$ cat src/rtl/axis_packet_scheduler.sv
// Round-robin packet scheduler: grants one pending requester at a time and streams
// a header word plus NUM_DATA_WORDS payload words onto an AXI-Stream link.
module axis_packet_scheduler #(
    parameter int MAGIC_WIDTH     = 16,
    parameter int MAGIC_START_BIT = 16,
    parameter int INDEX_WIDTH     = 5,
    parameter int INDEX_START_BIT = 10,
    parameter int NUM_DATA_WORDS  = 1,
    parameter int NUM_REQUESTERS  = 2
) (
    input  logic                                   auroraClk,
    input  logic                                   auroraReset,
    input  logic                                   newCycleStrobe,
    input  logic [MAGIC_WIDTH-1:0]                 headerMagic,
    input  logic [NUM_REQUESTERS-1:0]              reqValid,
    input  logic [NUM_REQUESTERS*INDEX_WIDTH-1:0]  reqIndex,
    input  logic [NUM_REQUESTERS*32*NUM_DATA_WORDS-1:0] reqData,
    output logic [NUM_REQUESTERS-1:0]              reqAck,
    output logic                                   TVALID,
    input  logic                                   TREADY,
    output logic                                   TLAST,
    output logic [31:0]                            TDATA,
    output logic                                   sentStrobe,
    output logic                                   allServed
);

    localparam int PTR_W     = (NUM_REQUESTERS > 1) ? $clog2(NUM_REQUESTERS) : 1;
    localparam int CNT_W     = (NUM_DATA_WORDS > 1) ? $clog2(NUM_DATA_WORDS) : 1;
    localparam int PAYLOAD_W = 32 * NUM_DATA_WORDS;
    localparam logic [PTR_W-1:0] LAST_REQ  = PTR_W'(NUM_REQUESTERS - 1);
    localparam logic [CNT_W-1:0] LAST_WORD = CNT_W'(NUM_DATA_WORDS - 1);
    localparam bit FIELD_OVERLAP =
        (INDEX_START_BIT < MAGIC_START_BIT + MAGIC_WIDTH) &&
        (MAGIC_START_BIT < INDEX_START_BIT + INDEX_WIDTH);
    localparam bit FIELD_OUTSIDE =
        (MAGIC_START_BIT + MAGIC_WIDTH > 32) || (INDEX_START_BIT + INDEX_WIDTH > 32);

    generate
        if (FIELD_OVERLAP || FIELD_OUTSIDE || NUM_DATA_WORDS < 1 || NUM_REQUESTERS < 1) begin : g_bad_params
            $error("axis_packet_scheduler: illegal header field layout or zero-sized parameter");
        end
    endgenerate

    typedef enum logic [1:0] {IDLE, HEADER, DATA} state_t;

    state_t                    state_reg;
    logic                      tvalid_reg;
    logic                      tlast_reg;
    logic [31:0]               tdata_reg;
    logic [CNT_W-1:0]          word_cnt_reg;
    logic [NUM_REQUESTERS-1:0] served_mask_reg;
    logic [PTR_W-1:0]          rr_pointer_reg;
    logic [PTR_W-1:0]          granted_reg;
    logic [PAYLOAD_W-1:0]      payload_reg;
    logic [NUM_REQUESTERS-1:0] req_ack_reg;
    logic                      sent_strobe_reg;

    logic [NUM_REQUESTERS-1:0] eligible;
    logic [NUM_REQUESTERS-1:0] rotated;
    logic [PTR_W-1:0]          cand_idx [NUM_REQUESTERS];
    logic [INDEX_WIDTH-1:0]    req_index_arr [NUM_REQUESTERS];
    logic [PAYLOAD_W-1:0]      req_data_arr [NUM_REQUESTERS];
    logic                      grant_found;
    logic [PTR_W-1:0]          grant_idx;
    logic [NUM_REQUESTERS-1:0] grant_onehot;
    logic [31:0]               header_word;

    assign eligible = reqValid & ~served_mask_reg;

    // rotated[gi] is the eligibility of the requester gi steps above rrPointer
    genvar gi;
    generate
        for (gi = 0; gi < NUM_REQUESTERS; gi++) begin : g_req
            logic [PTR_W:0]   sum;
            logic [PTR_W-1:0] pos;
            assign sum  = {1'b0, rr_pointer_reg} + (PTR_W+1)'(gi);
            assign pos  = (sum >= (PTR_W+1)'(NUM_REQUESTERS)) ?
                          PTR_W'(sum - (PTR_W+1)'(NUM_REQUESTERS)) : sum[PTR_W-1:0];
            assign rotated[gi]       = eligible[pos];
            assign cand_idx[gi]      = pos;
            assign req_index_arr[gi] = reqIndex[gi*INDEX_WIDTH +: INDEX_WIDTH];
            assign req_data_arr[gi]  = reqData[gi*PAYLOAD_W +: PAYLOAD_W];
        end
    endgenerate

    always_comb begin
        grant_found = 1'b0;
        grant_idx   = '0;
        for (int i = 0; i < NUM_REQUESTERS; i++) begin
            if (!grant_found && rotated[i]) begin
                grant_found = 1'b1;
                grant_idx   = cand_idx[i];
            end
        end
    end

    assign grant_onehot = NUM_REQUESTERS'(1) << grant_idx;

    always_comb begin
        header_word = '0;
        header_word[MAGIC_START_BIT +: MAGIC_WIDTH] = headerMagic;
        header_word[INDEX_START_BIT +: INDEX_WIDTH] = req_index_arr[grant_idx];
    end

    always_ff @(posedge auroraClk or posedge auroraReset) begin
        if (auroraReset) begin
            state_reg       <= IDLE;
            tvalid_reg      <= 1'b0;
            tlast_reg       <= 1'b0;
            tdata_reg       <= '0;
            word_cnt_reg    <= '0;
            served_mask_reg <= '0;
            rr_pointer_reg  <= '0;
            granted_reg     <= '0;
            payload_reg     <= '0;
            req_ack_reg     <= '0;
            sent_strobe_reg <= 1'b0;
        end else begin
            req_ack_reg     <= '0;
            sent_strobe_reg <= 1'b0;
            case (state_reg)
                IDLE: begin
                    if (!newCycleStrobe && grant_found) begin
                        granted_reg     <= grant_idx;
                        payload_reg     <= req_data_arr[grant_idx];
                        served_mask_reg <= served_mask_reg | grant_onehot;
                        req_ack_reg     <= grant_onehot;
                        tvalid_reg      <= 1'b1;
                        tlast_reg       <= 1'b0;
                        tdata_reg       <= header_word;
                        state_reg       <= HEADER;
                    end
                end
                HEADER: begin
                    if (TREADY) begin
                        state_reg    <= DATA;
                        word_cnt_reg <= '0;
                        tdata_reg    <= payload_reg[31:0];
                        payload_reg  <= payload_reg >> 32;
                        tlast_reg    <= (LAST_WORD == '0);
                    end
                end
                DATA: begin
                    if (TREADY) begin
                        if (word_cnt_reg == LAST_WORD) begin
                            state_reg       <= IDLE;
                            tvalid_reg      <= 1'b0;
                            tlast_reg       <= 1'b0;
                            tdata_reg       <= '0;
                            sent_strobe_reg <= 1'b1;
                            rr_pointer_reg  <= (granted_reg == LAST_REQ) ? '0 : granted_reg + 1'b1;
                        end else begin
                            word_cnt_reg <= word_cnt_reg + 1'b1;
                            tdata_reg    <= payload_reg[31:0];
                            payload_reg  <= payload_reg >> 32;
                            tlast_reg    <= ((word_cnt_reg + 1'b1) == LAST_WORD);
                        end
                    end
                end
                default: state_reg <= IDLE;
            endcase
            // A new distribution cycle overrides any pointer update from a finishing packet
            if (newCycleStrobe) begin
                served_mask_reg <= '0;
                rr_pointer_reg  <= '0;
            end
        end
    end

    assign reqAck     = req_ack_reg;
    assign TVALID     = tvalid_reg;
    assign TLAST      = tlast_reg;
    assign TDATA      = tdata_reg;
    assign sentStrobe = sent_strobe_reg;
    assign allServed  = &served_mask_reg;

endmodule

$ cat config.mk
export PLATFORM = sky130hd
export DESIGN_NAME = axis_packet_scheduler
export DESIGN_NICKNAME = d
export VERILOG_FILES = /design/src/rtl/axis_packet_scheduler.sv
export SDC_FILE = /design/constraint.sdc
export NUM_CORES = 1
export LEC_CHECK = 0
export CORE_AREA = 5 5 123 125
export CTS_CLUSTER_SIZE = 40
export DETAILED_ROUTE_END_ITERATION = 10
export DIE_AREA = 0 0 128 130
export GPL_TIMING_DRIVEN = 0
export MAX_ROUTING_LAYER = met4
export PLACE_DENSITY_LB_ADDON = 0.3
export SLEW_MARGIN = 10
export SYNTH_ARGS = -nofsm -noshare
export SYNTH_HDL_FRONTEND = slang
export SYNTH_SLANG_ARGS = --single-unit
$ cat constraint.sdc
create_clock -name auroraClk -period 6.85 [get_ports auroraClk]
set_input_delay 1.37 -clock auroraClk [delete_from_list [all_inputs] [get_ports auroraClk]]
set_output_delay 1.37 -clock auroraClk [all_outputs]
set_load 0.005 [all_outputs]
==> insert_results.sql, run 1 <==
INSERT INTO impl_metrics (metric_group, metric, value, unit) VALUES
('logic_synthesis', 'synth.net_count', '518', ''),
('sta', 'final_min_period_over_clock_period', '0.486', ''),
('global_route', 'grt_busiest_layer', 'met2', ''),
('clock_tree', 'clock_tree_from_tritoncts', 'built', ''),
('clock_tree', 'number_of_instances_resized_during_post_cts_repair', '0', ''),
('sta', 'setup_total_negative_slack', '0', 'ps'),
('logic_synthesis', 'synth.top_cells.by_count', '75 x dfrtp_1, 73 x a21oi_1, 43 x nand3_1, 33 x o21ai_0, 23 x clkbuf_1', ''),
('logic_synthesis', 'synth_seq_cells', '75', ''),
('worst_setup_path', 'crit_family', 'compound AO/OA/AOI/OAI gates', ''),
('power', 'static-leakage-power', '0.00246', 'uW'),
('logic_synthesis', 'synthesis.area', '4050', 'sq um'),
('clock_tree', 'cts.reportedPaths.clkPinSlew', '60', 'ps'),
('min_path', 'timing.hold.worst.class', 'register to register', ''),
('logic_synthesis', 'post_synth_mux_area_share', '0.146', ''),
('sta', 'timing_worst_slew_pin_value', '716', 'ps'),
('worst_setup_path', 'startpoint_type', 'input pin', ''),
('die', 'die_y', '130', 'um'),
('logic_synthesis', 'synth_largest_type_area_fraction', '0.463', ''),
('clock_tree', 'cts_max_level', '3', ''),
('placement', 'dp.final_hpwl', '10.5', 'mm'),
('global_route', 'antenna_found_initial', '0', ''),
('worst_setup_path', 'crit_path_cell_trace', 'clkdlybuf4s50_1 -> nand2b_4 -> a21o_1 -> a2111oi_4 -> buf_6 -> mux2_4', ''),
('global_route', 'global_route_wire_length_before_repair', '21.3', 'mm'),
('sta', 'layout_min_cycle_time', '3330', 'ps'),
('die', 'die_width', '128', 'um'),
('logic_synthesis', 'ys_async_sr_fraction', '1.00', ''),
('layout', 'num_antenna_cells', '0', ''),
('global_route', 'globalRouteTotalUtil', '0.171', ''),
('logic_synthesis', 'yosysTopAreaCell', 'dfrtp_1', ''),
('routing', 'drtIter0Drc', '240', ''),
('min_path', 'min_delay_src', 'payload_reg[2]', ''),
('layout', 'synthToLayoutAreaGrowth', '47.4', '%'),
('sta', 'fmax', '0.300', 'GHz'),
('flow_run', 'maxCapViolations', '0', ''),
('clock_tree', 'root_buffer', 'clkbuf_16', ''),
('global_route', 'grt.met1_usage', '0.213', ''),
('power', 'power_per_cell_area', '477', 'nW/um^2'),
('worst_setup_path', 'worstSetupPathType', 'input pin to register', ''),
('min_path', 'hold_worst_path_end', 'payload_reg[2]', ''),
('clock_tree', 'cts-hold-fix-buffers', '0', ''),
('die', 'num_rows', '43', ''),
('die', 'effective_utilization_at_floorplan', '0.294', ''),
('routing', 'route.vias.total', '3640', ''),
('sta', 'grt_setup_unrepaired', 'no', ''),
('routing', 'ant_nets', '0', ''),
('logic_synthesis', 'synth-compound-area-share', '0.197', ''),
('logic_synthesis', 'synth.most_common_cell', 'dfrtp_1', ''),
('worst_setup_path', 'worst-r2r-cell-count', '7', ''),
('worst_setup_path', 'worstPathBufferInverterCount', '2', ''),
('logic_synthesis', 'syn_inst', '416', ''),
('routing', 'drc_errors', '0', ''),
('routing', 'routed_wl', '13.7', 'mm'),
('logic_synthesis', 'synthesis.yosys.warnings', '0', ''),
('routing', 'avgViaCountPerCell', '4.88', ''),
('logic_synthesis', 'synth_xor_area_frac', '0', ''),
('sta', 'finalSetupViolCount', '0', ''),
('min_path', 'worst_hold_path.num_cells', '1', ''),
('logic_synthesis', 'postSynthAreaPerCell', '9.74', 'sq um'),
('clock_tree', 'clock_insertion_delay_worst_skew', '330', 'ps'),
('logic_synthesis', 'synth_edf_count', '0', ''),
('clock_tree', 'cts_post_setup_buffers_inserted', '0', ''),
('worst_setup_path', 'cpPeakStageDelay', '720', 'ps'),
('clock_tree', 'max-clock-path-buffers', '2', ''),
('sta', 'final_max_slew_viol_count', '0', ''),
('run_status', 'outcome', 'completed', ''),
('routing', 'routed_wire_per_std_cell', '18.4', 'um'),
('worst_setup_path', 'critical_path.max_fanout', '10', ''),
('logic_synthesis', 'ys_dominant_reg_cell', 'dfrtp_1', ''),
('logic_synthesis', 'seq_area_frac_synth', '0.463', ''),
('placement', 'place_congestion', '0.864', ''),
('worst_setup_path', 'timing.critical_path.to_type', 'register', '');
per-layer routing:
metal	part of all wire	vias to the layer above
li1	-	1767
met1	0.43	1764
met2	0.49	99
met3	0.065	10
met4	0.013	0
met5	0	-
layout by cell type, fill, tap and decap left out, drive strengths merged:
master         count
nor2               7
a31oi             21
a211oi             2
ha                 6
nand2             14
o21ai             37
o21ba              1
mux2              36
mux2i             11
a2111oi            1
a21oi             73
dfrtp             75
clkdlybuf4s50    133
clkinv             1
and2               1
or3b               1
nand3             43
bufinv             3
inv               18
nand2b             2
clkbuf            35
buf               17
a21o               6
nor3b              1
o22ai              2
nor2b             18
and2b              1
logic make-up after synthesis:
kind of cell / count (synthesis)
buf+inv: 57
flops: 75
mux: 47
compound gates: 143
simple gates: 88
fa+ha+maj: 6
area by class of cell:
cell class | instances | area [sq um] | area share
Clock buffer | 12 | 236 | 0.0396
Clock inverter | 4 | 98.8 | 0.0165
Timing Repair Buffer | 134 | 1360 | 0.227
Sequential cell | 75 | 1880 | 0.314
Multi-Input combinational cell | 284 | 1930 | 0.322
Buffer | 39 | 183 | 0.0306
Inverter | 18 | 70.1 | 0.0117
Tap cell | 180 | 225 | 0.0377
metrics by stage:
step / area [sq um] / instances / total power, uW
finish: 5980 / 746 / 2850
global placement: 5610 / 729 / 2290
CTS: 5980 / 746 / 2880
floorplan: 4050 / 416 / 1730
detailed placement: 5640 / 730 / 2320
global route: 5980 / 746 / 3060
worst max path at each step:
stage | from | endpoint | slack, ps | cells past startpoint
after floorplan | auroraReset | TDATA[0] | 3570 | 1
after global placement | auroraReset | reqAck[0] | 2260 | 2
after detailed placement | reqValid[1] | payload_reg[10] | 3200 | 6
after CTS | reqValid[1] | payload_reg[28] | 3540 | 6
after global routing | reqValid[0] | payload_reg[29] | 3350 | 7
final | reqValid[1] | payload_reg[22] | 3520 | 6
report_power, final:
part	switching, uW	internal (uW)
registers	112	644
logic	812	743
clock network	182	357
total	1110	1740
No activity file was read; power rests on OpenSTA's default activity.
==> run 2, diff against run 1 <==
clock period = 3.2 ns   (was 6.85 ns; I/O delays follow)
==> results of run 2 <==
Same layout as run 1 (identical final DEF). Status: completed.
Among the figures that moved: setup slack after placement 3200 ps -> 277 ps; setup slack after layout 3520 ps -> 598 ps; register-to-register setup slack 4350 ps -> 700 ps; total power 2850 uW -> 6100 uW; worst IR drop on VDD 170 uV -> 364 uV
==> run 3, diff against run 2 <==
clock period = 2.22 ns   (was 3.2 ns; I/O delays follow)
==> insert_results.sql, run 3 (synthesis results as in run 1) <==
INSERT INTO impl_metrics (metric_group, metric, value, unit) VALUES
('run_status', 'outcome', 'completed', ''),
('global_route', 'global_route_wire_length_before_repair', '20.9', 'mm'),
('routing', 'avgViaCountPerCell', '4.90', ''),
('sta', 'fmax', '0.467', 'GHz'),
('layout', 'layout.area.seq', '1880', 'sq um'),
('worst_setup_path', 'data_required_critical_path', '2430', 'ps'),
('power', 'static-leakage-power', '0.00251', 'uW'),
('clock_tree', 'tritoncts.num_buffers', '9', ''),
('clock_tree', 'cts.reportedPaths.clkPinSlew', '60', 'ps'),
('placement', 'place_congestion', '0.827', ''),
('die', 'die_width', '128', 'um'),
('routing', 'routed_wl', '13.7', 'mm'),
('min_path', 'timing.hold.worst.class', 'register to register', ''),
('die', 'num_rows', '43', ''),
('die', 'io_pins', '134', ''),
('power', 'power_report.internal_total', '5430', 'uW'),
('clock_tree', 'clock_tree_from_tritoncts', 'built', ''),
('worst_setup_path', 'critical_path.max_fanout', '10', ''),
('sta', 'layout_min_cycle_time', '2140', 'ps'),
('sta', 'timing_worst_slew_pin_value', '553', 'ps'),
('global_route', 'globalRouteTotalUtil', '0.167', ''),
('sta', 'finalSetupViolCount', '0', ''),
('die', 'fp.dieArea', '16600', 'sq um'),
('power', 'worst_ir_drop_vdd', '554', 'uV'),
('global_route', 'antenna_found_initial', '0', ''),
('layout', 'most-common-layout-cells', '133 x clkdlybuf4s50_1, 75 x dfrtp_1, 73 x a21oi_1', ''),
('worst_setup_path', 'worstSetupPathType', 'input pin to register', ''),
('worst_setup_path', 'worst_ep_arrival_time', '2360', 'ps'),
('placement', 'dpl_cell_area', '5650', 'sq um'),
('placement', 'portbufs', '133', ''),
('clock_tree', 'cts_max_level', '3', ''),
('sta', 'worst_slack', '78.0', 'ps'),
('layout', 'nFillCells', '1368', ''),
('layout', 'multi_input_area', '1960', 'sq um'),
('layout', 'design_area', '6070', 'sq um'),
('layout', 'layout.cells.most_common', 'clkdlybuf4s50_1', ''),
('global_route', 'grt_pass1_vias', '3839', ''),
('clock_tree', 'root_buffer', 'clkbuf_16', ''),
('layout', 'synthToLayoutAreaGrowth', '49.7', '%'),
('flow_run', 'maxCapViolations', '0', ''),
('power', 'netSwitchingPower', '3500', 'uW'),
('routing', 'drtIter0Drc', '247', ''),
('power', 'power_per_cell_area', '1470', 'nW/um^2'),
('power', 'clock_power_share', '0.172', ''),
('die', 'effective_utilization_at_floorplan', '0.294', ''),
('global_route', 'grt_start_max_net_pins', '31', ''),
('layout', 'layout.cells.non_filler', '751', ''),
('worst_setup_path', 'startpoint_type', 'input pin', ''),
('clock_tree', 'cts-hold-fix-buffers', '0', ''),
('layout', 'drive_above_1_share', '0.149', ''),
('routing', 'drc_errors', '0', ''),
('placement', 'place_worst_setup_slack', '-517', 'ps'),
('sta', 'number_of_hold_slack_violations_in_the_final_timing_report', '0', ''),
('routing', 'routed_wire_per_std_cell', '18.3', 'um'),
('worst_setup_path', 'timing.critical_path.to_type', 'register', ''),
('power', 'power_frac_comb', '0.567', ''),
('sta', 'final_min_period_over_clock_period', '0.965', ''),
('layout', 'num_antenna_cells', '0', ''),
('sta', 'relSlewSlack', '0.631', ''),
('layout', 'final_cell_utilization_of_the_core', '0.440', ''),
('clock_tree', 'max-clock-path-buffers', '2', ''),
('routing', 'route.vias.total', '3680', ''),
('layout', 'nNetsFinal', '668', ''),
('clock_tree', 'clock_insertion_delay_worst_skew', '330', 'ps'),
('routing', 'ant_nets', '0', ''),
('sta', 'timing.hold.ws', '494', 'ps'),
('global_route', 'global_route.overflow_total', '0', ''),
('power', 'switching_share', '0.392', ''),
('power', 'power.share.sequential', '0.261', ''),
('placement', 'dp.final_hpwl', '10.4', 'mm'),
('placement', 'placed_cells', '731', ''),
('sta', 'finalClockSkew', '7.15', 'ps'),
('sta', 'final_max_slew_viol_count', '0', ''),
('die', 'die_y', '130', 'um'),
('die', 'coreArea', '13800', 'sq um'),
('routing', 'detail_route.first_pass.iterations', '4', ''),
('clock_tree', 'cts.sinks', '75', '');
[run 3: timing repair]
item,CTS,global route
pin swaps,1,1
setup buffers,2,3
gates cloned,0,0
endpoints found under the setup margin,63,54
gates resized for setup,11,17
[run 3: path summary, 6_finish.rpt]
check	depth (start not counted)	slack, ps	endpoint	from
setup / recovery	7	80	payload_reg[8]	reqValid[0]
hold / removal	1	490	payload_reg[2]	payload_reg[2]
setup reg to reg	7	120	TLAST	state_reg[0]
hold reg to reg	1	490	payload_reg[2]	payload_reg[2]
max in group asynchronous	4	980	TDATA[7]	auroraReset
min in group asynchronous	2	510	TDATA[19]	auroraReset
[run 3: critical path: stages]
cell and delay [ps]:
clkdlybuf4s50_1 530, or3b_2 520, buf_4 210, buf_2 190, nand3_1 100, a21oi_1 70
mux2_4 280
[run 3: metal layers]
metal  wire length (um)  global-route usage
met4                242              0.0487
met3                811              0.0352
met1               6060               0.213
met2               6630               0.268
met5                  0                   -
[run 3: layout make-up]
class / count / area share
Clock inverter: 6 / 0.0120
Clock buffer: 10 / 0.0394
Multi-Input combinational cell: 284 / 0.323
Buffer: 38 / 0.0353
Tap cell: 180 / 0.0371
Timing Repair Buffer: 140 / 0.232
Inverter: 18 / 0.0118
Sequential cell: 75 / 0.309
[run 3: power by group through the flow]
stage	Clock, uW	Sequential (uW)	Combinational [uW]
after floorplan	0	2290	3050
after global placement	0	2330	4720
after detailed placement	0	2350	4800
after CTS	1560	2340	4970
after global routing	1620	2400	5540
final	1540	2330	5070
[run 3: through the flow]
step           total power [uW]  TNS (ps)
2_1_floorplan              5340         0
3_3_place_gp               7050    -22130
3_5_place_dp               7150    -23140
4_1_cts                    8870         0
5_1_grt                    9570     -7.98
6_report                   8940         0
